===== src/rtl/cache_pkg.sv =====
`default_nettype none
// ============================================================================
// Module  : cache_pkg
// Purpose : Shared types and constants for the cache/memory arbiter.
//           - arb_state_t : arbiter FSM state encoding
//           - GNT_IC/GNT_DC : requester ids used for grants and last_grant
//           - LINE_WORDS_DEFAULT : default beats per cache-line burst
//           - byte_off_w() : byte-offset width of a line (beat bits + 2)
// Revision: 1.0 - initial release
// ============================================================================
package cache_pkg;

    typedef enum logic [1:0] {
        IDLE    = 2'd0,
        IC_XFER = 2'd1,
        DC_XFER = 2'd2
    } arb_state_t;

    localparam logic GNT_IC = 1'b0;
    localparam logic GNT_DC = 1'b1;

    localparam int LINE_WORDS_DEFAULT = 4;

    // Number of low address bits that select a byte within a line
    // (word index within the line plus the 2-bit byte-in-word offset).
    function automatic int byte_off_w(input int line_words);
        return $clog2(line_words) + 2;
    endfunction

endpackage
`default_nettype wire


===== src/rtl/arb_rr2.sv =====
`default_nettype none
// ============================================================================
// Module  : arb_rr2
// Purpose : Two-way round-robin picker between the I-cache and D-cache.
//           A lone request wins outright; when both request, the side that
//           did not win last time is chosen.
// Ports   : req_ic, req_dc  - request inputs
//           last_grant      - id of the previous burst owner (GNT_IC/GNT_DC)
//           winner          - chosen id (GNT_IC/GNT_DC), meaningful when valid
//           valid           - at least one request present
// Revision: 1.0 - initial release
// ============================================================================
module arb_rr2
    import cache_pkg::*;
(
    input  logic req_ic,
    input  logic req_dc,
    input  logic last_grant,
    output logic winner,
    output logic valid
);

    always_comb begin
        valid  = req_ic | req_dc;
        winner = GNT_IC;
        if (req_ic && req_dc) begin
            winner = (last_grant == GNT_IC) ? GNT_DC : GNT_IC;
        end else if (req_dc) begin
            winner = GNT_DC;
        end
    end

endmodule
`default_nettype wire


===== src/rtl/cache_mem_arbiter.sv =====
`default_nettype none
// ============================================================================
// Module  : cache_mem_arbiter
// Purpose : Shares one external memory port between the I-cache refill path
//           and the D-cache refill/write-back path. A granted requester gets a
//           LINE_WORDS-beat burst issued as single-word req/ack handshakes;
//           read beats are passed straight through, and the waiting outputs
//           stall the F / M pipeline registers until the burst is done.
// Ports   : clk, rst (sync, active-high)
//           ic_req/ic_addr -> ic_rvalid/ic_rdata/ic_done/ic_waiting
//           dc_req/dc_we/dc_addr/dc_wdata -> dc_beat/dc_rvalid/dc_rdata/
//                                            dc_done/dc_waiting
//           mem_req/mem_we/mem_addr/mem_wdata <- mem_ack/mem_rdata
// Options : ARB_STATS_EN - adds saturating 32-bit counters stat_ic_bursts,
//           stat_dc_bursts, stat_conflicts and stat_mem_wait.
// Revision: 1.0 - initial release
// ============================================================================
module cache_mem_arbiter
    import cache_pkg::*;
#(
    parameter int ADDR_W     = 32,
    parameter int DATA_W     = 32,
    parameter int LINE_WORDS = LINE_WORDS_DEFAULT
) (
    input  logic                          clk,
    input  logic                          rst,
    input  logic                          ic_req,
    input  logic [ADDR_W-1:0]             ic_addr,
    output logic                          ic_rvalid,
    output logic [DATA_W-1:0]             ic_rdata,
    output logic                          ic_done,
    output logic                          ic_waiting,
    input  logic                          dc_req,
    input  logic                          dc_we,
    input  logic [ADDR_W-1:0]             dc_addr,
    input  logic [DATA_W-1:0]             dc_wdata,
    output logic [$clog2(LINE_WORDS)-1:0] dc_beat,
    output logic                          dc_rvalid,
    output logic [DATA_W-1:0]             dc_rdata,
    output logic                          dc_done,
    output logic                          dc_waiting,
    output logic                          mem_req,
    output logic                          mem_we,
    output logic [ADDR_W-1:0]             mem_addr,
    output logic [DATA_W-1:0]             mem_wdata,
    input  logic                          mem_ack,
    input  logic [DATA_W-1:0]             mem_rdata
`ifdef ARB_STATS_EN
    ,
    output logic [31:0]                   stat_ic_bursts,
    output logic [31:0]                   stat_dc_bursts,
    output logic [31:0]                   stat_conflicts,
    output logic [31:0]                   stat_mem_wait
`endif
);

    localparam int BEAT_W = $clog2(LINE_WORDS);
    localparam int BOFF_W = byte_off_w(LINE_WORDS);

    arb_state_t          r_state;
    arb_state_t          w_state_nxt;
    logic [BEAT_W-1:0]   r_beat;
    logic [ADDR_W-1:0]   r_base;
    logic                r_we;
    logic                r_last_grant;

    logic                w_win;
    logic                w_win_valid;
    logic                w_grant;
    logic                w_burst_end;
    logic                w_ic_xfer;
    logic                w_dc_xfer;
    logic                w_xfer;
    logic                w_last_beat;
    logic [ADDR_W-1:0]   w_req_addr;
    logic [ADDR_W-1:0]   w_offset;
    logic                w_unused_low_bits;

    arb_rr2 u_rr (
        .req_ic     (ic_req),
        .req_dc     (dc_req),
        .last_grant (r_last_grant),
        .winner     (w_win),
        .valid      (w_win_valid)
    );

    assign w_ic_xfer   = (r_state == IC_XFER);
    assign w_dc_xfer   = (r_state == DC_XFER);
    assign w_xfer      = w_ic_xfer | w_dc_xfer;
    // LINE_WORDS is a power of two, so the final beat is the all-ones count.
    assign w_last_beat = &r_beat;

    // The line base keeps only the bits above the in-line byte offset.
    assign w_req_addr        = (w_win == GNT_DC) ? dc_addr : ic_addr;
    assign w_unused_low_bits = ^{ic_addr[BOFF_W-1:0], dc_addr[BOFF_W-1:0]};

    // ------------------------------------------------------------------
    // FSM: state register and next-state logic
    // ------------------------------------------------------------------
    always_ff @(posedge clk) begin
        if (rst) begin
            r_state <= IDLE;
        end else begin
            r_state <= w_state_nxt;
        end
    end

    always_comb begin
        w_state_nxt = r_state;
        w_grant     = 1'b0;
        w_burst_end = 1'b0;
        case (r_state)
            IDLE: begin
                if (w_win_valid) begin
                    w_grant     = 1'b1;
                    w_state_nxt = (w_win == GNT_DC) ? DC_XFER : IC_XFER;
                end
            end
            IC_XFER, DC_XFER: begin
                if (mem_ack && w_last_beat) begin
                    w_burst_end = 1'b1;
                    w_state_nxt = IDLE;
                end
            end
            default: w_state_nxt = IDLE;
        endcase
    end

    // ------------------------------------------------------------------
    // Burst context: line base, direction, beat counter, fairness history
    // ------------------------------------------------------------------
    always_ff @(posedge clk) begin
        if (rst) begin
            r_beat       <= '0;
            r_base       <= '0;
            r_we         <= 1'b0;
            r_last_grant <= GNT_IC;
        end else begin
            if (w_grant) begin
                r_beat <= '0;
                r_we   <= (w_win == GNT_DC) & dc_we;
                r_base <= {w_req_addr[ADDR_W-1:BOFF_W], {BOFF_W{1'b0}}};
            end else if (w_xfer && mem_ack) begin
                r_beat <= r_beat + 1'b1;
            end
            if (w_burst_end) begin
                r_last_grant <= w_ic_xfer ? GNT_IC : GNT_DC;
            end
        end
    end

    // ------------------------------------------------------------------
    // Memory side
    // ------------------------------------------------------------------
    assign w_offset  = {{(ADDR_W-BOFF_W){1'b0}}, r_beat, 2'b00};
    assign mem_req   = w_xfer;
    assign mem_addr  = w_xfer ? (r_base + w_offset) : '0;
    assign mem_we    = w_dc_xfer & r_we;
    assign mem_wdata = w_dc_xfer ? dc_wdata : '0;

    // ------------------------------------------------------------------
    // Requester side
    // ------------------------------------------------------------------
    assign ic_rvalid = w_ic_xfer & mem_ack;
    assign ic_rdata  = ic_rvalid ? mem_rdata : '0;
    assign ic_done   = w_ic_xfer & mem_ack & w_last_beat;

    assign dc_beat   = w_dc_xfer ? r_beat : '0;
    assign dc_rvalid = w_dc_xfer & mem_ack & ~r_we;
    assign dc_rdata  = dc_rvalid ? mem_rdata : '0;
    assign dc_done   = w_dc_xfer & mem_ack & w_last_beat;

    // Stall from the request cycle up to (not including) the done cycle;
    // held low while in reset so every output reads 0 during reset.
    assign ic_waiting = ic_req & ~ic_done & ~rst;
    assign dc_waiting = dc_req & ~dc_done & ~rst;

`ifdef ARB_STATS_EN
    logic [31:0] r_stat_ic;
    logic [31:0] r_stat_dc;
    logic [31:0] r_stat_conf;
    logic [31:0] r_stat_wait;

    function automatic logic [31:0] sat_inc(input logic [31:0] v);
        return (v == 32'hFFFF_FFFF) ? v : (v + 32'd1);
    endfunction

    always_ff @(posedge clk) begin
        if (rst) begin
            r_stat_ic   <= '0;
            r_stat_dc   <= '0;
            r_stat_conf <= '0;
            r_stat_wait <= '0;
        end else begin
            if (ic_done) begin
                r_stat_ic <= sat_inc(r_stat_ic);
            end
            if (dc_done) begin
                r_stat_dc <= sat_inc(r_stat_dc);
            end
            if ((r_state == IDLE) && ic_req && dc_req) begin
                r_stat_conf <= sat_inc(r_stat_conf);
            end
            if (mem_req && !mem_ack) begin
                r_stat_wait <= sat_inc(r_stat_wait);
            end
        end
    end

    assign stat_ic_bursts = r_stat_ic;
    assign stat_dc_bursts = r_stat_dc;
    assign stat_conflicts = r_stat_conf;
    assign stat_mem_wait  = r_stat_wait;
`endif

endmodule
`default_nettype wire

===== config.mk =====
export PLATFORM = sky130hd
export DESIGN_NAME = cache_mem_arbiter
export DESIGN_NICKNAME = d
export VERILOG_FILES = /design/src/rtl/cache_pkg.sv /design/src/rtl/arb_rr2.sv /design/src/rtl/cache_mem_arbiter.sv
export SDC_FILE = /design/constraint.sdc
export NUM_CORES = 1
export LEC_CHECK = 0
export CORE_AREA = 2 2 107 109
export CTS_CLUSTER_DIAMETER = 50
export DETAILED_ROUTE_END_ITERATION = 8
export DIE_AREA = 0 0 109 111
export PLACE_DENSITY = 0.74
export REMOVE_ABC_BUFFERS = 1
export SYNTH_ARGS = -nofsm -noshare
export SYNTH_HDL_FRONTEND = slang
export SYNTH_SLANG_ARGS = --single-unit

===== constraint.sdc =====
create_clock -name clk -period 2.2 [get_ports clk]
set_clock_uncertainty 0.2 [all_clocks]
set_input_delay 0.33 -clock clk [delete_from_list [all_inputs] [get_ports clk]]
set_output_delay 0.33 -clock clk [all_outputs]
set_load 0.02 [all_outputs]

### After elaboration in Yosys (flattened, before gate mapping)

Index checks and enable logic that the tools add are counted.

* word-level logic and storage cells: 54
* bits of input ports: 134
* output and inout bits: 138
* bits in registers: 34

* reduce and logical (&&, ||, !) cells: 8
* eq/ne operators: 4
* muxes and demuxes: 18
* bitwise gates (word level): 17
* add/subtract/negate cells: 2

Operator list (number)
* $mux 32: 5
* $add 32x4->32: 1
* $and 1x1->1: 11
* $mux 1: 8
* $mux 2: 4
* $not 1->1: 4
* $pmux 2 s2: 1
* $reduce_and 2->1: 2
* $reduce_or 2->1: 2
* $logic_and 1x1->1: 3
* $add 2x1->2 const B: 1
* $eq 2x1->1 const B: 1
* $eq 2x2->1 const B: 1
* $logic_not 2->1: 1
* $ne 2x1->1 const B: 1
* $ne 2x2->1 const B: 1
* $or 1x1->1: 2

### Logic depth before layout (Yosys ltp)

* depth in word-level cells: 6
* depth in mapped cells: 7
* depth with buffers taken out: 5

### Hierarchy

From an unflattened synthesis, not the netlist that was laid out.

* cell total of the unflattened synthesis: 314
* area total of the unflattened synthesis: 2431.1 um^2

Modules (own cells, without submodules)
* cache_mem_arbiter: instances 1, cells each 312, sequential area each 680.7 um^2, area an instance 2417.3 um^2
* arb_rr2: instances 1, cells each 2, sequential area each 0.0 um^2, area an instance 13.8 um^2

### Least setup slack after synthesis

OpenSTA, ideal clock, no wires.

* kind: flip-flop to output port
* start: reg r_state[0]
* end: out dc_rdata[13]
* stages on the path, launching flop included: 8
* setup slack: 0.288 ns
* data arrival time: 1.382 ns
* required time: 1.670 ns
* buffers on the path: 2
* cells stage by stage: dfxtp_1 -> inv_1 -> ha_1 -> buf_2 -> nand2_1 -> nor2_1 -> buf_2 -> and2_1

* cells in the longest elaborated chain, start to end: 4

Ends and longest elaborated chain
* start, declared: line cache_mem_arbiter.sv:60 `arb_state_t r_state;`
* start signal, assigned: line cache_mem_arbiter.sv:104 `r_state <= w_state_nxt;`
* $eq 2x2->1: line cache_mem_arbiter.sv:88 `assign w_dc_xfer = (r_state == DC_XFER);`
* $and 1x1->1 (2 in a row): line cache_mem_arbiter.sv:169 `assign dc_rvalid = w_dc_xfer & mem_ack & ~r_we;`
* via dc_rvalid: line cache_mem_arbiter.sv:38 `output logic dc_rvalid,`
* $mux 32: line cache_mem_arbiter.sv:170 `assign dc_rdata = dc_rvalid ? mem_rdata : '0;`
* end, declared: line cache_mem_arbiter.sv:39 `output logic [DATA_W-1:0] dc_rdata,`

The timed path passes the listed nets, and every way through them passes these cells.

### Worst setup path after layout

* start: reg r_state[0]
* end: out dc_rdata[27]

* cells in the longest elaborated chain, start to end: 4

Ends and longest elaborated chain (line)
* $eq 2x2->1: cache_mem_arbiter.sv:88
* $and 1x1->1 (2 in a row): cache_mem_arbiter.sv:169
* $mux 32: cache_mem_arbiter.sv:170

Every way passes these cells.

==> results.md <==
- Outcome: finished clean
- Setup TNS: 0 ns
- Cells after DPL: 682
- Diode count: 0
- Row count: 39
- Die W: 109 um
- Area Growth Syn to Fin: 118%
- Critical path's largest stage delay: 0.33 ns
- Crit path DAT: 1.63 ns
- Mapped Cells: 287
- Cell with the most instances after synthesis: and2_1
- Net load switching power: 0.909 mW
- Post-route DRC: 0
- Synth area leaders: dfxtp_1 29%, and2_1 26%, and3_1 17%
- CTS tree: yes
- Final Power: 2.69 mW
- Reg power frac: 0.273
- Seq/Total Area, Yosys: 0.290
- Clk pin slew, worst setup/hold paths: 0.06 ns
- Async SR Flop Fraction: 0
- Number of global-route vias before repair: 3,031
- Via count: 3,124
- Area leader, netlist: dfxtp_1
- Number of flops mapped to enable cells by yosys: 0
- DP HPWL: 8250 um
- Mapped Area: 2350 um2
- Synth unique cells: 30
- Most frequent CP cell: buf_4
- Ys Warns: 0
- I/O pin total: 272
- Hold Crit Class: flip-flop to flip-flop
- First-pass GRT wire length: 15,300 um
- Port Buffer Count: 261
- Power Dens Cells: 525 nW/um2
- Final net count: 687
- Max cap viols: 0
- Initial DRC count: 132
- Maximum clock rate: 464 MHz
- Synth top cells by count: 99 x and2_1, 62 x and3_1, 34 x dfxtp_1
- Max stage delay cell, worst path: dfxtp_2
- Leak: 2.53 nW
- Initial Utilization: 0.212
- Clock Tree Root: clkbuf_16
- WL per Instance: 15.4 um
- Peak VDD IR: 0.242 mV
- Clk_lat worst skew: 0.27 ns
- Die H: 111 um
- Crit-path max FO: 3
- Worst setup SP type: flip-flop
- Family with the most delay on the worst path: buffers and inverters
- Global route total overflow: 0
- H-Tree Depth: 2
- Final Hold Fails: 0
- Crit Path Category: flip-flop to primary output
- CP required: 1.67 ns
- Clock share of power: 0.265
- # setup viols final: 0
- Syn_area_per_cell: 8.18 um2
- Slew Viols, Final: 0
- Post-Layout Cell Count: 693
- Worst path cell trace: inv_2 -> ha_4 -> nand2_2 -> nor2_4 -> buf_4 -> buf_4 -> buf_4 -> and2_1 -> buf_4
- DIE AREA: 12,100 um2
- Clock buffer count from CTS: 5
- Core Footprint: 11,100 um2
- Fraction of layout cells with a size suffix above 1: 0.262
- Combinational group share of total power: 0.462
- #FFs+latches synth: 34
- Period utilisation layout: 0.981
- Switching share of power: 0.338
- CP Buf/Inv Count: 5
- Max Buffers Root-to-Sink: 2
- Internal Power: 1.78 mW
- Routed Antenna Nets: 0
- Drt pass-1 iters: 6
- Clk sink count: 34
- Largest net degree at the start of global routing: 35
- Synth Flop Type: dfxtp_1
- Crit. End Element: primary output
- RD Place Congestion: 0.783
- Routed vias/inst: 4.51
- All-Layer GR Usage: 0.160
- Final min period: 2.16 ns
- Final wirelength: 10,700 um
- Yosys top cell area share: 0.290
- Initial antenna violation count: 0
metrics by stage:
step	hold WS [ns]	setup WS (ns)	instance area (um2)	utilization
after detailed placement	0.263	-0.357	5240	0.473
final	0.275	0.0426	5120	0.462
after global routing	0.287	-0.0187	5120	0.462
after CTS	0.280	-0.0150	5380	0.485
after global placement	0.261	-0.328	5240	0.473
after floorplan	0.202	-0.576	2210	-
per-layer routing:
layer / global-route usage / part of all wire / vias up
met1: 0.171 / 0.38 / 1436
met4: 0.0393 / 0.013 / 0
met5: 0 / 0 / -
met3: 0.0464 / 0.099 / 15
met2: 0.299 / 0.51 / 143
li1: - / - / 1530
power groups by stage:
stage          clock (mW)  combinational [mW]  sequential, mW
2_1_floorplan           0               0.543           0.731
5_1_grt             0.747                1.34           0.743
6_report            0.713                1.24           0.734
4_1_cts             0.727                1.24           0.732
3_3_place_gp            0                1.28           0.740
3_5_place_dp            0                1.29           0.742
final timing paths:
path / from / end / slack (ns) / cells after the start
worst min-delay path: r_base[6] / r_base[6] / 0.28 / 1
worst max-delay path: r_state[0] / dc_rdata[27] / 0.04 / 9
worst min register to register: r_base[6] / r_base[6] / 0.28 / 1
worst max register to register: r_state[0] / r_base[14] / 0.34 / 7
sequential cells by signal (all words and copies together), names as in the netlist:
register      count
r_base           28
r_last_grant      1
r_state           2
r_beat            2
r_we              1
cell families (layout without fill, tap and decap cells):
family,count (synthesis),in the layout,share of synthesized area
AND/OR/NAND/NOR,177,177,0.469
XOR/XNOR,1,1,0.00373
flip-flops,34,34,0.290
other,1,2,0.00160
adder cells (fa/ha/maj),4,4,0.0213
buffers and inverters,33,295,0.0655
AO/OA/AOI/OAI,37,37,0.149
placed cells by master (no fill, tap or decap), drive strengths merged, types with 3 or more instances in the layout:
cell           Yosys  routed
and3              62      62
clkdlybuf4s15      0      50
nand2              3       3
ha                 4       4
nor2               3       3
dlygate4sd2        0       8
clkbuf            21      42
and2              99      99
dfxtp             34      34
a221o             28      28
buf               10      66
nor2b              3       3
clkdlybuf4s50      0     124
layout make-up:
type / count / area [um2]
clock buffers: 6 / 139
multi-input cells: 221 / 1570
repair buffers: 285 / 2530
flip-flops and latches: 34 / 682
inverters: 2 / 7.51
clock inverters: 2 / 12.5
well taps: 143 / 179
fillers: 1101 / 5960
repair_timing:
action,4_1_cts,5_1_grt
setup buffers,2,0
endpoints found under the setup margin,135,119
hold buffers,0,0
resized for setup,314,105
gates cloned,0,1
Power figures use the tool's default switching activity.
